File: config.mk
export PLATFORM = sky130hd
export DESIGN_NAME = imem_program_loader
export DESIGN_NICKNAME = d
export VERILOG_FILES = /design/src/rtl/imem_program_loader.sv
export SDC_FILE = /design/constraint.sdc
export NUM_CORES = 1
export LEC_CHECK = 0
export CORE_UTILIZATION = 55
export DETAILED_ROUTE_END_ITERATION = 8
export DONT_BUFFER_PORTS = 1
export PLACE_DENSITY = 0.76
export SLEW_MARGIN = 20
export SYNTH_ARGS = -nofsm -noshare
export SYNTH_HDL_FRONTEND = slang
export SYNTH_SLANG_ARGS = --single-unit
export TNS_END_PERCENT = 10
File: constraint.sdc
create_clock -name CLK -period 4.9 [get_ports CLK]
set_input_delay 1.47 -clock CLK [delete_from_list [all_inputs] [get_ports CLK]]
set_output_delay 1.47 -clock CLK [all_outputs]
set_load 0.01 [all_outputs]
File: src/rtl/imem_program_loader.sv
// ---------------------------------------------------------------------------
// imem_program_loader
//
// Fills the instruction memory from a word stream before execution. Once the
// program is loaded, it releases the processor and hands the single memory
// address port to the CPU fetch path.
//
// Ports
//   CLK, RST       : rising-edge clock, synchronous active-low reset
//   LoadStart      : pulse; begins a load from IDLE, DONE or ERROR
//   LoadBaseAddr   : byte base address (low two bits ignored)
//   LoadLength     : number of payload words
//   InWordValid/InWord/InWordReady : stream handshake (transfer = valid & ready)
//   CpuFetchAddr   : PC byte address, passed to MemAddr while DONE
//   MemAddr/MemWriteEn/MemWriteData : instruction memory port
//   CpuHold        : processor hold (low only while DONE)
//   LoadDone       : program loaded, CPU running
//   LoadError      : sticky, load aborted
//   WordsLoaded    : words written in the current load
//
// Optional feature macro: LOADER_CHECKSUM_EN
//   When defined, one extra stream word follows the payload. It is compared
//   against the running sum of the payload words and is not written. A
//   mismatch goes to ERROR and raises ChecksumFail (sticky until LoadStart).
// ---------------------------------------------------------------------------
module imem_program_loader #(
   parameter int INSTR_WIDTH   = 32,
   parameter int ADDRESS_WIDTH = 32,
   parameter int MEM_DEPTH     = 100
) (
   input  logic                     CLK,
   input  logic                     RST,
   input  logic                     LoadStart,
   input  logic [ADDRESS_WIDTH-1:0] LoadBaseAddr,
   input  logic [ADDRESS_WIDTH-1:0] LoadLength,
   input  logic                     InWordValid,
   input  logic [INSTR_WIDTH-1:0]   InWord,
   output logic                     InWordReady,
   input  logic [ADDRESS_WIDTH-1:0] CpuFetchAddr,
   output logic [ADDRESS_WIDTH-1:0] MemAddr,
   output logic                     MemWriteEn,
   output logic [INSTR_WIDTH-1:0]   MemWriteData,
   output logic                     CpuHold,
   output logic                     LoadDone,
   output logic                     LoadError,
`ifdef LOADER_CHECKSUM_EN
   output logic                     ChecksumFail,
`endif
   output logic [ADDRESS_WIDTH-1:0] WordsLoaded
);

   // ST_CSUM is only reachable when the checksum feature is built in.
   typedef enum logic [2:0] {
      ST_IDLE  = 3'd0,
      ST_LOAD  = 3'd1,
      ST_CSUM  = 3'd2,
      ST_DONE  = 3'd3,
      ST_ERROR = 3'd4
   } state_t;

   state_t                   state_r;
   logic [ADDRESS_WIDTH-1:0] ptr_r;        // word pointer of the next write
   logic [ADDRESS_WIDTH-1:0] remaining_r;  // payload words still expected
   logic                     in_range_s;   // ptr_r addresses a real memory word
`ifdef LOADER_CHECKSUM_EN
   logic [INSTR_WIDTH-1:0]   sum_r;
`endif

   // Memory port mux and stream ready; writes are zero-latency, so these are combinational.
   always_comb begin
      in_range_s   = (ptr_r < ADDRESS_WIDTH'(MEM_DEPTH));
      InWordReady  = 1'b0;
      MemWriteEn   = 1'b0;
      MemWriteData = {INSTR_WIDTH{1'b0}};
      MemAddr      = {ptr_r[ADDRESS_WIDTH-3:0], 2'b00};
      case (state_r)
         ST_LOAD: begin
            // An out-of-range pointer refuses the word so nothing is written.
            if (in_range_s) begin
               InWordReady = 1'b1;
               if (InWordValid) begin
                  MemWriteEn   = 1'b1;
                  MemWriteData = InWord;
               end else begin
                  MemWriteEn   = 1'b0;
               end
            end else begin
               InWordReady = 1'b0;
            end
         end
         ST_CSUM: begin
            InWordReady = 1'b1;
         end
         ST_DONE: begin
            MemAddr = CpuFetchAddr;
         end
         default: begin
            InWordReady = 1'b0;
         end
      endcase
   end

   // Load sequencer: state, pointer, counters and registered status outputs.
   always_ff @(posedge CLK) begin
      if (!RST) begin
         state_r     <= ST_IDLE;
         ptr_r       <= {ADDRESS_WIDTH{1'b0}};
         remaining_r <= {ADDRESS_WIDTH{1'b0}};
         WordsLoaded <= {ADDRESS_WIDTH{1'b0}};
         CpuHold     <= 1'b1;
         LoadDone    <= 1'b0;
         LoadError   <= 1'b0;
`ifdef LOADER_CHECKSUM_EN
         sum_r        <= {INSTR_WIDTH{1'b0}};
         ChecksumFail <= 1'b0;
`endif
      end else begin
         case (state_r)
            ST_IDLE, ST_DONE, ST_ERROR: begin
               if (LoadStart) begin
                  ptr_r       <= LoadBaseAddr >> 2;
                  remaining_r <= LoadLength;
                  WordsLoaded <= {ADDRESS_WIDTH{1'b0}};
                  LoadError   <= 1'b0;
`ifdef LOADER_CHECKSUM_EN
                  sum_r        <= {INSTR_WIDTH{1'b0}};
                  ChecksumFail <= 1'b0;
`endif
                  if (LoadLength == {ADDRESS_WIDTH{1'b0}}) begin
                     state_r  <= ST_DONE;
                     CpuHold  <= 1'b0;
                     LoadDone <= 1'b1;
                  end else begin
                     state_r  <= ST_LOAD;
                     CpuHold  <= 1'b1;
                     LoadDone <= 1'b0;
                  end
               end
            end
            ST_LOAD: begin
               if (InWordValid && !in_range_s) begin
                  state_r   <= ST_ERROR;
                  LoadError <= 1'b1;
               end else if (InWordValid) begin
                  ptr_r       <= ptr_r + ADDRESS_WIDTH'(1);
                  WordsLoaded <= WordsLoaded + ADDRESS_WIDTH'(1);
                  remaining_r <= remaining_r - ADDRESS_WIDTH'(1);
`ifdef LOADER_CHECKSUM_EN
                  sum_r <= sum_r + InWord;
                  if (remaining_r == ADDRESS_WIDTH'(1)) begin
                     state_r <= ST_CSUM;
                  end
`else
                  if (remaining_r == ADDRESS_WIDTH'(1)) begin
                     state_r  <= ST_DONE;
                     CpuHold  <= 1'b0;
                     LoadDone <= 1'b1;
                  end
`endif
               end
            end
`ifdef LOADER_CHECKSUM_EN
            ST_CSUM: begin
               if (InWordValid) begin
                  if (InWord == sum_r) begin
                     state_r  <= ST_DONE;
                     CpuHold  <= 1'b0;
                     LoadDone <= 1'b1;
                  end else begin
                     state_r      <= ST_ERROR;
                     LoadError    <= 1'b1;
                     ChecksumFail <= 1'b1;
                  end
               end
            end
`endif
            default: begin
               state_r <= ST_IDLE;
               CpuHold <= 1'b1;
            end
         endcase
      end
   end

endmodule

After elaboration in Yosys (flattened, before gate mapping)
Cells that the tools add are included.
{ "word_totals": {"regBits": 102, "mem_bits_rw": 0, "in_bits": 132, "mem_bits_ro": 0, "wordCells": 76, "latch_bits": 0, "n_memories": 0, "out_inout_bits": 101} }
{ "op_classes": {"add_sub_neg": 3, "mul": 0, "shift": 0, "mux": 42, "reduce_logical": 11, "n_bitwise": 0, "eq_ne": 12, "order_cmp": 1, "div": 0} }
{ "ops": {"columns": ["op", "n"], "rows": [
  ["$mux W32", 13],
  ["$pmux W32 S2", 3],
  ["$add A32 B1 Y32 const B", 2],
  ["$eq A32 B1 Y1 const B", 1],
  ["$logic_not A32 Y1", 1],
  ["$lt A32 B7 Y1 const B", 1],
  ["$sub A32 B1 Y32 const B", 1],
  ["$mux W1", 16],
  ["$mux W3", 4],
  ["$ne A2 B2 Y1 const B", 5],
  ["$pmux W1 S2", 4],
  ["$reduce_and A4 Y1", 2],
  ["$eq A3 B2 Y1 const B", 2],
  ["$ne A3 B3 Y1 const B", 2],
  ["$pmux W3 S2", 1],
  ["$reduce_and A3 Y1", 2],
  ["$reduce_and A5 Y1", 1],
  ["$eq A3 B1 Y1 const B", 1],
  ["$eq A3 B3 Y1 const B", 1],
  ["$logic_not A3 Y1", 1],
  ["$reduce_or A3 Y1", 1],
  ["$mux W2", 1],
  ["$reduce_bool A2 Y1", 1],
  ["$logic_and A1 B1 Y1", 1],
  ["$logic_not A1 Y1", 1]
]} }

Depth between registers and ports, before layout
{ "logic_depth": {"depth_word": 5, "mapped_depth": 9, "mapped_depth_nobuf": 7} }

Least setup slack after synthesis
Ideal clock, no wire load.
{ "synth_path": {"kind": "input-to-output", "start": "input InWordValid", "end": "output MemWriteData[10]", "required_ns": 3.430, "n_path_buf": 2, "arrival_time_ns": 2.056, "cell_stages": 3, "path_slack_ns": 1.374, "path_cell_list": "buf_2 > clkbuf_1 > and3_1"} }
{ "synth_between": {"elab_chain_len": 3} }
{ "synth_lines": {"columns": ["item", "line_no", "source"], "rows": [
  ["start, declared", "36", "input logic InWordValid,"],
  ["$mux W32", "81", "if (InWordValid) begin"],
  ["$mux W32", "79", "if (in_range_s) begin"],
  ["$mux W32", "76", "case (state_r)"],
  ["end, declared", "42", "output logic [INSTR_WIDTH-1:0] MemWriteData,"]
]} }
Every way passes these cells.

Final worst setup path
{ "layout_path": {"start": "register ptr_r[7]", "end": "output MemWriteData[12]"} }
{ "layout_between": {"elab_chain_len": 3} }
{ "layout_lines": {"columns": ["item", "line_no", "source"], "rows": [
  ["start, declared", "62", "logic [ADDRESS_WIDTH-1:0] ptr_r;"],
  ["start signal, assigned", "107", "ptr_r <= {ADDRESS_WIDTH{1'b0}};"],
  ["start signal, assigned", "121", "ptr_r <= LoadBaseAddr >> 2;"],
  ["start signal, assigned", "145", "ptr_r <= ptr_r + ADDRESS_WIDTH'(1);"],
  ["$lt A32 B7 Y1", "71", "in_range_s = (ptr_r < ADDRESS_WIDTH'(MEM_DEPTH));"],
  ["$mux W32", "79", null],
  ["$mux W32", "76", null]
]} }
Every way passes these cells.

==> run summary <==
GP Congestion - 0.8811
Max clock buf depth - 2
IO buf count - 0
skew final - 0.006144 ns
yosys warns - 0
Final period util - 83.71%
leading area contributor after synthesis - dfxtp_1
initial antenna violation count - 0
post-CTS setup buffers - 0
RSZ-0062 raised after global routing - no
outcome - completed
I/O Pins - 233
Synth Cell Area - 6091 um^2
max capacitance violation total - 0
Vert. Die Dim - 107.2 um
CTS buffer count - 9
fmax - 243.8 MHz
Post-Syn Instances - 795
maximum VDD drop - 196.5 uV
DRT antenna net count - 0
Clk Latency, worst-skew pair - 0.38 ns
Root Buffer - clkbuf_8
Cell Chain, Critical Path - nor4_1 -> nand4_1 -> nor4_4 -> buf_6 -> and3_1
flops & latches, synth - 102
H-tree levels - 3
DRT Pass-1 Iters - 5
Setup crit start kind - flop
leak pwr - 2.366 nW
Synthesized Nets - 931
Iter 0 DRT Violations - 611
Commonest cells post-synth - dfxtp_1 (102), nor2_1 (100), nand2_1 (78), a21oi_1 (56), o21ai_0 (52)
Final Power - 0.002537 W
Detailed Place HPWL - 12.22 mm
CP peak stage delay - 0.64 ns
synth unique cells - 64
Worst Setup End Kind - primary output
antenna diode count - 0
clk sinks - 102
Starting Density - 56.43%
FP Rows - 38
Pwr per Cell Area - 399.9 nW/um^2
Final Hold Fails - 0
wire length per cell - 19.45 um
Final Max Tran Viols - 0
Primary FF master, synth - dfxtp_1
slowest stage cell, crit path - nor4_4
HP Class - reg -> reg
clock transition at the registers of the reported paths - 0.10 ns
M1 WL - 7.403 mm
crit path time final - 4.102 ns
share of the synthesized area in the top cell type - 33.53%
Resized Gates After CTS - 0
global router's overall resource usage - 29.38%
met2 WL - 8.087 mm
area grow syn2layout - 4.149%
Slew @ Worst Pin - 1.001 ns
DR DRC count - 0
worst path arrival time - 2.63 ns
Net count, final - 897
pin count of the biggest net entering global routing - 103
Post-Route WL - 17.62 mm
CORE AREA - 10790 um^2
register area share after synthesis - 33.53%
asr flop ratio synth - 0%
Avg Vias per Cell - 6.704
Post-CTS Hold Buffers - 0
wire length on met3 - 1.594 mm
Die Wd - 107.2 um
EDFF count, synth - 0
most frequent cell after synthesis - dfxtp_1
Syn Area/Cell - 7.661 um^2
die area - 11500 um^2
# setup viols final - 0
worst-path fanout max - 20
first-pass GRT wire length - 26.63 mm
GRT Residual Overflow - 0
CTS tree - done
via count - 6074
top cells by area in the synthesized netlist - dfxtp_1 (34%), nor2_1 (6.2%), mux2_2 (5.7%)
worst path required time - 3.43 ns
setup_tns - 0 ns
number of global-route vias before repair - 5357
Max-slew headroom - 33.14%
share of layout cells above drive strength 1 - 10.31%
WS Path Type - reg -> out
uppermost layer routed - met4
==> sequential cells by signal, summed over array words and instances, names as in the netlist <==
name,cells
state_r,3
remaining_r,32
LoadDone,1
LoadError,1
WordsLoaded,32
CpuHold,1
ptr_r,32
==> cell usage in the layout (no fill, tap or decap), types with 18 or more instances in the layout <==
| master | instances |
|---|---|
| nor4_1 | 21 |
| and3_1 | 45 |
| nor2_1 | 99 |
| nand3_1 | 37 |
| nor3_1 | 20 |
| nand2_1 | 77 |
| nand4_1 | 23 |
| mux2_2 | 31 |
| dfxtp_1 | 102 |
| xor2_1 | 18 |
| o21ai_0 | 52 |
| a21oi_1 | 56 |
==> worst max-delay path: cells and delay by family (launching register included) <==
kind / cells / cell delay [ns]
buffers and inverters: 1 / 0.24
DFF: 1 / 0.37
and+or+nand+nor: 4 / 1.62
==> stage by stage <==
stage | hold WS [ns] | area (um^2) | setup WS (ns) | util (%) | instances
after floorplan | 0.4407 | 6091 | 1.374 | - | 795
after global placement | 0.4582 | 6122 | 1.141 | 56.72 | 889
after detailed placement | 0.4753 | 6122 | 1.050 | 56.72 | 889
after CTS | 0.4936 | 6330 | 0.6116 | 58.65 | 905
after global routing | 0.5261 | 6344 | 0.6223 | 58.78 | 906
final | 0.4920 | 6344 | 0.7982 | 58.78 | 906
==> path summary, 6_finish.rpt <==
kind / from / end / slack [ns] / cells after the start
setup / recovery: ptr_r[7] / MemWriteData[12] / 0.80 / 5
hold / removal: ptr_r[18] / ptr_r[18] / 0.49 / 2
setup reg to reg: ptr_r[7] / remaining_r[23] / 1.18 / 6
hold reg to reg: ptr_r[18] / ptr_r[18] / 0.49 / 2
==> layout make-up <==
class	count	area (um^2)
clock buffers	10	137.6
clock inverters	6	70.07
fillers	973	4449
inverters	12	45.04
multi-input cells	627	3802
flip-flops and latches	102	2042
well taps	140	175.2
repair buffers	9	71.32
==> power breakdown <==
| part | switching (W) | internal (W) | total, W |
|---|---|---|---|
| Combinational | 0.000585 | 0.000304 | 0.000889 |
| Clock | 0.000324 | 0.000253 | 0.000577 |
| Sequential | 0.000134 | 0.000936 | 0.00107 |
==> cells by family after synthesis <==
logic type / Yosys count / share of synthesized area (%)
buffers and inverters: 66 / 4.478
XOR/XNOR: 24 / 3.451
AND/OR/NAND/NOR: 369 / 30.32
multiplexers: 32 / 5.896
adder cells (fa/ha/maj): 4 / 0.8217
AO/OA/AOI/OAI: 198 / 21.51
flip-flops: 102 / 33.53
==> routing by layer <==
layer,GRT usage (%),vias to the layer above
li1,-,2852
met1,38.00,2883
met2,45.90,292
met3,6.809,47
met4,14.38,0
met5,0,-
Note: power is estimated with default switching activity, not from simulation.
